--- config.mk ---
export PLATFORM = sky130hd
export DESIGN_NAME = gat_bram_loader
export DESIGN_NICKNAME = d
export VERILOG_FILES = /design/src/rtl/gat_bram_loader.sv
export SDC_FILE = /design/constraint.sdc
export NUM_CORES = 1
export LEC_CHECK = 0
export CAP_MARGIN = 20
export CORE_MARGIN = 1
export CORE_UTILIZATION = 50
export DETAILED_ROUTE_END_ITERATION = 8
export DONT_BUFFER_PORTS = 1
export PLACE_DENSITY = 0.65
export SYNTH_ARGS = -nofsm -noshare
export SYNTH_HDL_FRONTEND = slang
export SYNTH_SLANG_ARGS = --single-unit
--- constraint.sdc ---
create_clock -name clk -period 3.8 [get_ports clk]
set_clock_uncertainty 0.15 [all_clocks]
set_input_delay 0.76 -clock clk [delete_from_list [all_inputs] [get_ports clk]]
set_output_delay 0.76 -clock clk [all_outputs]
set_load 0.05 [all_outputs]
--- src/rtl/gat_bram_loader.sv ---
// Streaming AXI-Stream loader feeding the GAT wrapper's H-data, node-info and weight BRAM write ports.
// Regions are filled in fixed order H -> NI -> W, with a per-load mask selecting which ones are reloaded.
module gat_bram_loader #(
  parameter int H_DATA_DEPTH     = 242101,
  parameter int NODE_INFO_DEPTH  = 13264,
  parameter int WEIGHT_DEPTH     = 22928,
  parameter int H_DATA_ADDR_W    = $clog2(H_DATA_DEPTH),
  parameter int NODE_INFO_ADDR_W = $clog2(NODE_INFO_DEPTH),
  parameter int WEIGHT_ADDR_W    = $clog2(WEIGHT_DEPTH)
) (
  input  logic                        clk,
  input  logic                        rst_n,
  input  logic                        load_start,
  input  logic [2:0]                  load_mask,
  input  logic [31:0]                 s_tdata,
  input  logic                        s_tvalid,
  input  logic                        s_tlast,
  output logic                        s_tready,
  output logic [31:0]                 h_data_bram_din,
  output logic                        h_data_bram_ena,
  output logic                        h_data_bram_wea,
  output logic [H_DATA_ADDR_W+1:0]    h_data_bram_addra,
  output logic [31:0]                 h_node_info_bram_din,
  output logic                        h_node_info_bram_ena,
  output logic                        h_node_info_bram_wea,
  output logic [NODE_INFO_ADDR_W+1:0] h_node_info_bram_addra,
  output logic [31:0]                 wgt_bram_din,
  output logic                        wgt_bram_ena,
  output logic                        wgt_bram_wea,
  output logic [WEIGHT_ADDR_W+1:0]    wgt_bram_addra,
  output logic                        h_data_bram_load_done,
  output logic                        h_node_info_bram_load_done,
  output logic                        wgt_bram_load_done,
  output logic                        loader_busy,
  output logic                        loader_err
);

  localparam int CNT_W =
    (H_DATA_ADDR_W > NODE_INFO_ADDR_W)
      ? ((H_DATA_ADDR_W > WEIGHT_ADDR_W) ? H_DATA_ADDR_W : WEIGHT_ADDR_W)
      : ((NODE_INFO_ADDR_W > WEIGHT_ADDR_W) ? NODE_INFO_ADDR_W : WEIGHT_ADDR_W);

  typedef enum logic [2:0] {
    S_IDLE,
    S_LOAD_H,
    S_LOAD_NI,
    S_LOAD_W,
    S_ERR
  } state_t;

  state_t                      r_state;
  state_t                      w_next;
  state_t                      w_first;
  state_t                      w_follow;
  logic [2:0]                  r_mask;
  logic [CNT_W-1:0]            r_cnt;
  logic [2:0]                  r_done;
  logic                        r_h_we;
  logic                        r_ni_we;
  logic                        r_w_we;
  logic [31:0]                 r_h_din;
  logic [31:0]                 r_ni_din;
  logic [31:0]                 r_w_din;
  logic [H_DATA_ADDR_W+1:0]    r_h_addr;
  logic [NODE_INFO_ADDR_W+1:0] r_ni_addr;
  logic [WEIGHT_ADDR_W+1:0]    r_w_addr;
  logic                        w_busy;
  logic                        w_accept;
  logic                        w_start;
  logic                        w_final;
  logic                        w_seq_end;
  logic                        w_frame_err;

  always_ff @(posedge clk or negedge rst_n) begin
    if (!rst_n) r_state <= S_IDLE;
    else        r_state <= w_next;
  end

  always_comb begin
    w_start = load_start && (load_mask != 3'b000) &&
              ((r_state == S_IDLE) || (r_state == S_ERR));
    w_first = load_mask[0] ? S_LOAD_H : (load_mask[1] ? S_LOAD_NI : S_LOAD_W);

    w_final  = 1'b0;
    w_follow = S_IDLE;
    case (r_state)
      S_LOAD_H: begin
        w_final  = (r_cnt == CNT_W'(H_DATA_DEPTH - 1));
        w_follow = r_mask[1] ? S_LOAD_NI : (r_mask[2] ? S_LOAD_W : S_IDLE);
      end
      S_LOAD_NI: begin
        w_final  = (r_cnt == CNT_W'(NODE_INFO_DEPTH - 1));
        w_follow = r_mask[2] ? S_LOAD_W : S_IDLE;
      end
      S_LOAD_W: w_final = (r_cnt == CNT_W'(WEIGHT_DEPTH - 1));
      default: ;
    endcase

    // tlast is legal only on the last beat of the last selected region, and required there
    w_seq_end   = w_final && (w_follow == S_IDLE);
    w_frame_err = w_accept && (s_tlast != w_seq_end);

    w_next = r_state;
    case (r_state)
      S_IDLE, S_ERR: if (w_start) w_next = w_first;
      S_LOAD_H, S_LOAD_NI, S_LOAD_W: begin
        if (w_accept) begin
          if (w_frame_err)  w_next = S_ERR;
          else if (w_final) w_next = w_follow;
        end
      end
      default: w_next = S_IDLE;
    endcase
  end

  always_comb begin
    w_busy      = (r_state == S_LOAD_H) || (r_state == S_LOAD_NI) || (r_state == S_LOAD_W);
    s_tready    = w_busy;
    loader_busy = w_busy;
    loader_err  = (r_state == S_ERR);
    w_accept    = s_tvalid && w_busy;
  end

  always_ff @(posedge clk or negedge rst_n) begin
    if (!rst_n) begin
      r_mask    <= '0;
      r_cnt     <= '0;
      r_done    <= '0;
      r_h_we    <= 1'b0;
      r_ni_we   <= 1'b0;
      r_w_we    <= 1'b0;
      r_h_din   <= '0;
      r_ni_din  <= '0;
      r_w_din   <= '0;
      r_h_addr  <= '0;
      r_ni_addr <= '0;
      r_w_addr  <= '0;
    end else begin
      r_h_we  <= w_accept && (r_state == S_LOAD_H);
      r_ni_we <= w_accept && (r_state == S_LOAD_NI);
      r_w_we  <= w_accept && (r_state == S_LOAD_W);
      if (w_accept && (r_state == S_LOAD_H)) begin
        r_h_din  <= s_tdata;
        r_h_addr <= {r_cnt[H_DATA_ADDR_W-1:0], 2'b00};
      end
      if (w_accept && (r_state == S_LOAD_NI)) begin
        r_ni_din  <= s_tdata;
        r_ni_addr <= {r_cnt[NODE_INFO_ADDR_W-1:0], 2'b00};
      end
      if (w_accept && (r_state == S_LOAD_W)) begin
        r_w_din  <= s_tdata;
        r_w_addr <= {r_cnt[WEIGHT_ADDR_W-1:0], 2'b00};
      end

      if (w_start) begin
        r_mask <= load_mask;
        r_cnt  <= '0;
        r_done <= r_done & ~load_mask;
      end else if (w_accept) begin
        r_cnt <= w_final ? '0 : r_cnt + 1'b1;
        // done rises with the final write strobe, never for a region closed by a framing error
        if (w_final && !w_frame_err) begin
          case (r_state)
            S_LOAD_H:  r_done[0] <= 1'b1;
            S_LOAD_NI: r_done[1] <= 1'b1;
            S_LOAD_W:  r_done[2] <= 1'b1;
            default: ;
          endcase
        end
      end
    end
  end

  assign h_data_bram_din            = r_h_din;
  assign h_data_bram_ena            = r_h_we;
  assign h_data_bram_wea            = r_h_we;
  assign h_data_bram_addra          = r_h_addr;
  assign h_node_info_bram_din       = r_ni_din;
  assign h_node_info_bram_ena       = r_ni_we;
  assign h_node_info_bram_wea       = r_ni_we;
  assign h_node_info_bram_addra     = r_ni_addr;
  assign wgt_bram_din               = r_w_din;
  assign wgt_bram_ena               = r_w_we;
  assign wgt_bram_wea               = r_w_we;
  assign wgt_bram_addra             = r_w_addr;
  assign h_data_bram_load_done      = r_done[0];
  assign h_node_info_bram_load_done = r_done[1];
  assign wgt_bram_load_done         = r_done[2];

endmodule

==> results of run 1 <==
per-layer routing:
metal,track usage,vias to the layer above
met2,0.3457,193
met1,0.2761,2263
li1,-,1980
met4,0.08719,0
met3,0.1001,19
met5,0,-
worst max-delay path, cell delays in order, from the launching register on:
cell,delay [ns]
dfrtp_1,0.61
o21bai_1,0.21
inv_1,0.66
registers in the layout, summed over array words and instances (netlist names):
| signal | count |
|---|---|
| r_state | 3 |
| h_data_bram_ena | 1 |
| r_mask | 2 |
| h_data_bram_din | 32 |
| h_node_info_bram_ena | 1 |
| r_cnt | 18 |
| h_node_info_bram_addra | 14 |
| h_node_info_bram_din | 32 |
| wgt_bram_addra | 15 |
| r_done | 3 |
| h_data_bram_addra | 18 |
| wgt_bram_din | 32 |
| wgt_bram_ena | 1 |
cell usage after synthesis, drive strengths merged (6+ instances only):
cell type,number,area share
a21oi,6,0.0064
buf,31,0.027
dfrtp,172,0.61
nor2,21,0.012
xnor2,9,0.011
inv,7,0.0037
nand2,160,0.085
mux2,96,0.15
nand3,10,0.0071
clkbuf,11,0.0058
or3,6,0.0053
nor3,6,0.0042
nand4,8,0.0071
o21ai,11,0.0078
layout make-up:
type | count | share of cell area
Clock buffer | 19 | 0.05627
Tap cell | 180 | 0.02927
Inverter | 7 | 0.003415
Timing Repair Buffer | 3 | 0.002927
Multi-Input combinational cell | 390 | 0.3316
Clock inverter | 13 | 0.01708
Sequential cell | 172 | 0.5594
logic make-up after synthesis:
logic type / after synthesis / synth area share
AOI/OAI and AO/OA: 37 / 0.03822
xor gates and xnor gates: 13 / 0.01610
adders and majority gates: 1 / 0.001769
buffers and inverters: 49 / 0.03609
DFF: 172 / 0.6086
muxes: 99 / 0.1571
other: 1 / 0.0005303
and+or+nand+nor: 234 / 0.1415
report_power, final:
group          switching, uW  leakage [uW]  total [uW]  internal, uW
sequential              2610       0.00221        5020          2410
clock                    729      0.000277        1650           919
combinational            600       0.00111        1170           572
total                   3940       0.00360        7850          3900
worst paths after layout:
| path | from | to | cells past startpoint |
|---|---|---|---|
| worst max-delay path | r_state[0]$_DFFE_PN0P_ | s_tready | 2 |
| min in group clk | s_tdata[15] | wgt_bram_din[15]$_DFFE_PN0P_ | 2 |
| worst min register to register | r_mask[1]$_DFFE_PN0P_ | r_mask[1]$_DFFE_PN0P_ | 2 |
| worst min-delay path | rst_n | h_data_bram_ena$_DFF_PN0_ | 0 |
| max in group asynchronous | rst_n | r_done[1]$_DFFE_PN0P_ | 0 |
| worst max register to register | r_state[0]$_DFFE_PN0P_ | r_cnt[2]$_DFFE_PN0P_ | 6 |
metrics by stage:
step / hold WS, ns / utilization / cells / setup WS (ns) / total power (uW)
2_1_floorplan: 0.3038 / - / 611 / 1.627 / 5899
3_3_place_gp: 0.3192 / 0.5156 / 752 / 1.220 / 6181
3_5_place_dp: 0.3188 / 0.5156 / 752 / 1.049 / 6252
4_1_cts: -0.1362 / 0.5564 / 784 / 0.9722 / 7906
5_1_grt: -0.1442 / 0.5564 / 784 / 0.7698 / 8179
6_report: -0.1140 / 0.5564 / 784 / 0.9866 / 7845
==> run_results.csv, run 1 <==
group,metric,value,unit
status,status,"finished with violations",
status,violations,"negative hold slack",
sta,setup_viol,0,
drt,via_count,4455,
synthesis,seq_area_frac_synth,0.6086,
floorplan,die-area,14620,um^2
cts,cts_setup_buffers,0,
floorplan,die_x,120.9,um
job,maxCapViolCount,0,
layout,nets,632,
layout,multi_input_area,2551,um^2
power_and_ir_drop,cellLeakagePower,0.003597,uW
global_routing,grt_pass1_wl,24810,um
sta,clock.fmax,0.3554,GHz
synthesis,syn_inst,606,
layout,final_cell_mix,"dfrtp_1, nand2_1, mux2_2",
sta,slew_headroom,0.3972,
cts,htreeDepth,4,
layout,fillCellCount,1153,
drt,wl_met2,7586,um
layout,final_area,7694,um^2
placement,gp_congestion,0.8184,
synthesis,syn_area,7072,um^2
layout,drive_gt1_frac,0.2285,
synthesis,synth_seq_cells,172,
drt,route.met3.wl,1587,um
setup_path,cp-end-kind,"output pin",
setup_path,cp_data_arrival_time,1.90,ns
setup_path,cp-start-kind,"flop",
sta,holdWs,-0.1140,ns
sta,tightest_slew,0.9043,ns
sta,period_share,0.7404,
power_and_ir_drop,vdd.ir_drop.worst,0.0005515,V
cts,clk_latency,0.42,ns
sta,fin_crit,2.813,ns
global_routing,grt_pass1_vias,4616,
drt,first_pass_iters,6,
global_routing,grt_overflow,0,
synthesis,ys.flop_type,"dfrtp_1",
drt,top_layer,"met4",
drt,dr.first_iter.drc_count,237,
synthesis,ys_types,49,
cts,cts_tree,"done",
setup_path,worstSetupPathType,"flop to output pin",
sta,rsz0062_at_grt,"false",
floorplan,start_util,0.5114,
layout,n_antenna_cell,0,
global_routing,grt_max_degree,173,
layout,area_delta_synth_final,8.793,%
layout,regArea,4304,um^2
synthesis,ys_warn_count,0,
global_routing,grtUsageTotal,0.2243,
floorplan,core,13830,um^2
floorplan,ios,201,
sta,hold_violations,172,
synthesis,synth-edff-count,0,
global_routing,antenna_found_initial,0,
cts,cts.sinks,172,
drt,antenna_left,0,
hold_path,min_path_type,"primary input to asynchronous set/reset pin",
drt,drt_wl_total,15370,um
layout,layout_commonest_cell,"dfrtp_1",
drt,viasPerCell,5.682,
sta,drv_slew,0,
drt,drcViolationCount,0,
drt,wl_met1,5930,um
synthesis,syn_avg_cell_area,11.67,um^2
drt,wl_per_cell,19.61,um
placement,post_dp_cell_area,7129,um^2
cts,clockBufferDepth,2,
power_and_ir_drop,p_per_area,1020,nW/um^2
sta,fin_setup_tns,0,ns
floorplan,num_rows,43,
setup_path,rrSetupSlack,1.03,ns
floorplan,die_h,120.9,um
cts,cts_resized,0,
placement,dpl.hpwl,10130,um
setup_path,cp_max_fo,16,
setup_path,crit_required,2.89,ns
placement,io_buffers,0,
cts,cts_buffers,17,
cts,clk_root_buffer_cell,"clkbuf_16",
synthesis,async_flop_share,1.000,
cts,path_clk_slew,0.06,ns
Note: power is estimated with default switching activity, not from simulation.
==> run 2, diff against run 1 <==
==> constraint.sdc (replaced) <==
create_clock -name clk -period 2.8 [get_ports clk]
set_clock_uncertainty 0.15 [all_clocks]
set_input_delay 0.56 -clock clk [delete_from_list [all_inputs] [get_ports clk]]
set_output_delay 0.56 -clock clk [all_outputs]
set_load 0.05 [all_outputs]
==> run 2 against run 1 <==
The run still ends with negative hold slack left. Register-to-register slack worse by 0.71 ns. Non-clock buffer count up 5. Clock power up 56%. Sequential share of layout area down 1.2 points. First-iteration DRC count up 13%. Highest routed layer unchanged.
==> run_results.csv, run 2 (synthesis results as in run 1) <==
group,metric,value,unit
power_and_ir_drop,cellLeakagePower,0.003671,uW
cts,clk_latency,0.42,ns
drt,via_count,4470,
cts,clk_root_buffer_cell,"clkbuf_16",
setup_path,cp_max_fo,16,
placement,io_buffers,0,
job,maxCapViolCount,0,
placement,dpl.hpwl,10300,um
cts,cts.sinks,172,
drt,drt_wl_total,15690,um
layout,final_cell_mix,"dfrtp_1, nand2_1, mux2_2",
status,violations,"negative hold slack",
setup_path,crit_required,2.09,ns
layout,layout_commonest_cell,"dfrtp_1",
floorplan,die_x,120.9,um
global_routing,antenna_found_initial,0,
power_and_ir_drop,p_per_area,1408,nW/um^2
drt,first_pass_iters,5,
cts,cts_setup_buffers,0,
setup_path,worstSetupPathType,"flop to output pin",
global_routing,grtUsageTotal,0.2278,
hold_path,min_path_type,"primary input to asynchronous set/reset pin",
drt,antenna_left,0,
cts,clockBufferDepth,2,
setup_path,cp_data_arrival_time,1.84,ns
setup_path,cp-start-kind,"flop",
floorplan,ios,201,
cts,cts_buffers,17,
layout,area_delta_synth_final,11.09,%
power_and_ir_drop,vdd.ir_drop.worst,0.0008792,V
layout,drive_gt1_frac,0.2381,
placement,place_inst,757,
sta,fin_setup_tns,0,ns
cts,htreeDepth,4,
sta,slew_headroom,0.4120,
sta,clock.fmax,0.3919,GHz
sta,holdWs,-0.3214,ns
drt,wl_met1,6195,um
drt,drcViolationCount,0,
sta,drv_slew,0,
floorplan,die_h,120.9,um
placement,gp_congestion,0.8759,
setup_path,cp-end-kind,"output pin",
global_routing,grt_overflow,0,
drt,route.met3.wl,1474,um
drt,wl_per_cell,19.88,um
cts,cts_resized,0,
status,status,"finished with violations",
drt,dr.first_iter.drc_count,267,
drt,top_layer,"met4",
drt,viasPerCell,5.665,
floorplan,core,13830,um^2
cts,cts_tree,"done",
sta,fin_crit,2.552,ns
sta,rsz0062_at_grt,"false",
layout,n_antenna_cell,0,
floorplan,die-area,14620,um^2
cts,path_clk_slew,0.07,ns
layout,nets,637,
global_routing,grt_pass1_vias,4673,
sta,tightest_slew,0.8826,ns
layout,fin_cells,789,
floorplan,start_util,0.5114,
global_routing,grt_max_degree,173,
floorplan,num_rows,43,
sta,period_share,0.9114,
global_routing,grt_pass1_wl,25210,um
drt,wl_met2,7646,um
sta,hold_violations,172,
sta,setup_viol,0,
run 2: cell count changes in the layout (fill, tap and decap cells not counted):
| cell | change |
|---|---|
| clkinv_4 | -2 |
| buf_12 | +3 |
| bufinv_16 | +3 |
| clkinv_2 | -1 |
| inv_8 | +1 |
| buf_4 | +2 |
| clkbuf_1 | -2 |
| clkinv_8 | +1 |
run 2: per-stage QoR:
step / setup slack, ns / instance area, um^2 / util / power, uW
6_report: 0.2481 / 7856 / 0.5682 / 11060
5_1_grt: 0.1242 / 7856 / 0.5682 / 11510
4_1_cts: 0.2358 / 7856 / 0.5682 / 11130
3_5_place_dp: 0.3512 / 7204 / 0.5210 / 8542
3_3_place_gp: 0.4405 / 7204 / 0.5210 / 8446
2_1_floorplan: 0.6957 / 7091 / - / 8006
run 2: routing by layer:
| metal | track usage | vias to the layer above |
|---|---|---|
| met1 | 0.2797 | 2261 |
| met4 | 0.1034 | 0 |
| li1 | - | 1988 |
| met3 | 0.07895 | 28 |
| met2 | 0.3621 | 193 |
| met5 | 0 | - |
run 2: path summary, 6_finish.rpt:
| kind | slack (ns) | cells after the start | endpoint | startpoint |
|---|---|---|---|---|
| hold reg to reg | 0.36 | 2 | r_mask[1]$_DFFE_PN0P_ | r_mask[1]$_DFFE_PN0P_ |
| setup / recovery | 0.25 | 2 | loader_err | r_state[0]$_DFFE_PN0P_ |
| hold / removal | -0.32 | 0 | h_data_bram_addra[17]$_DFFE_PN0P_ | rst_n |
| setup reg to reg | 0.32 | 6 | r_cnt[13]$_DFFE_PN0P_ | r_state[0]$_DFFE_PN0P_ |
| min in group clk | 0.09 | 2 | wgt_bram_din[23]$_DFFE_PN0P_ | s_tdata[23] |
| max in group asynchronous | 2.39 | 0 | r_state[1]$_DFFE_PN0P_ | rst_n |
run 2: power by group:
part           switching, uW  internal (uW)
clock network           1050           1530
registers               3550           3270
logic                    831            823
run 2: cell type report:
| type | count | area, um^2 |
|---|---|---|
| Clock buffer | 17 | 425.4 |
| Fill cell | 1123 | 5971 |
| Inverter | 7 | 26.28 |
| Sequential cell | 172 | 4304 |
| Clock inverter | 15 | 226.5 |
| Tap cell | 180 | 225.2 |
| Timing Repair Buffer | 8 | 97.59 |
| Multi-Input combinational cell | 390 | 2551 |
run 2: worst max-delay path, cell delays in order (launching register included):
cell     delay, ns
dfrtp_1       0.54
nor2_1        0.33
and2_1        0.55
==> run 3, diff against run 2 <==
--- a/config.mk
+++ b/config.mk
@@ -5,9 +5,9 @@
 export SDC_FILE = /design/constraint.sdc
 export NUM_CORES = 1
 export LEC_CHECK = 0
-export CAP_MARGIN = 20
 export CORE_MARGIN = 1
 export CORE_UTILIZATION = 50
+export CTS_CLUSTER_SIZE = 8
 export DETAILED_ROUTE_END_ITERATION = 8
 export DONT_BUFFER_PORTS = 1
 export PLACE_DENSITY = 0.65
==> results of run 3 <==
Same layout as run 2: the final DEF is identical, and so are final timing and power.
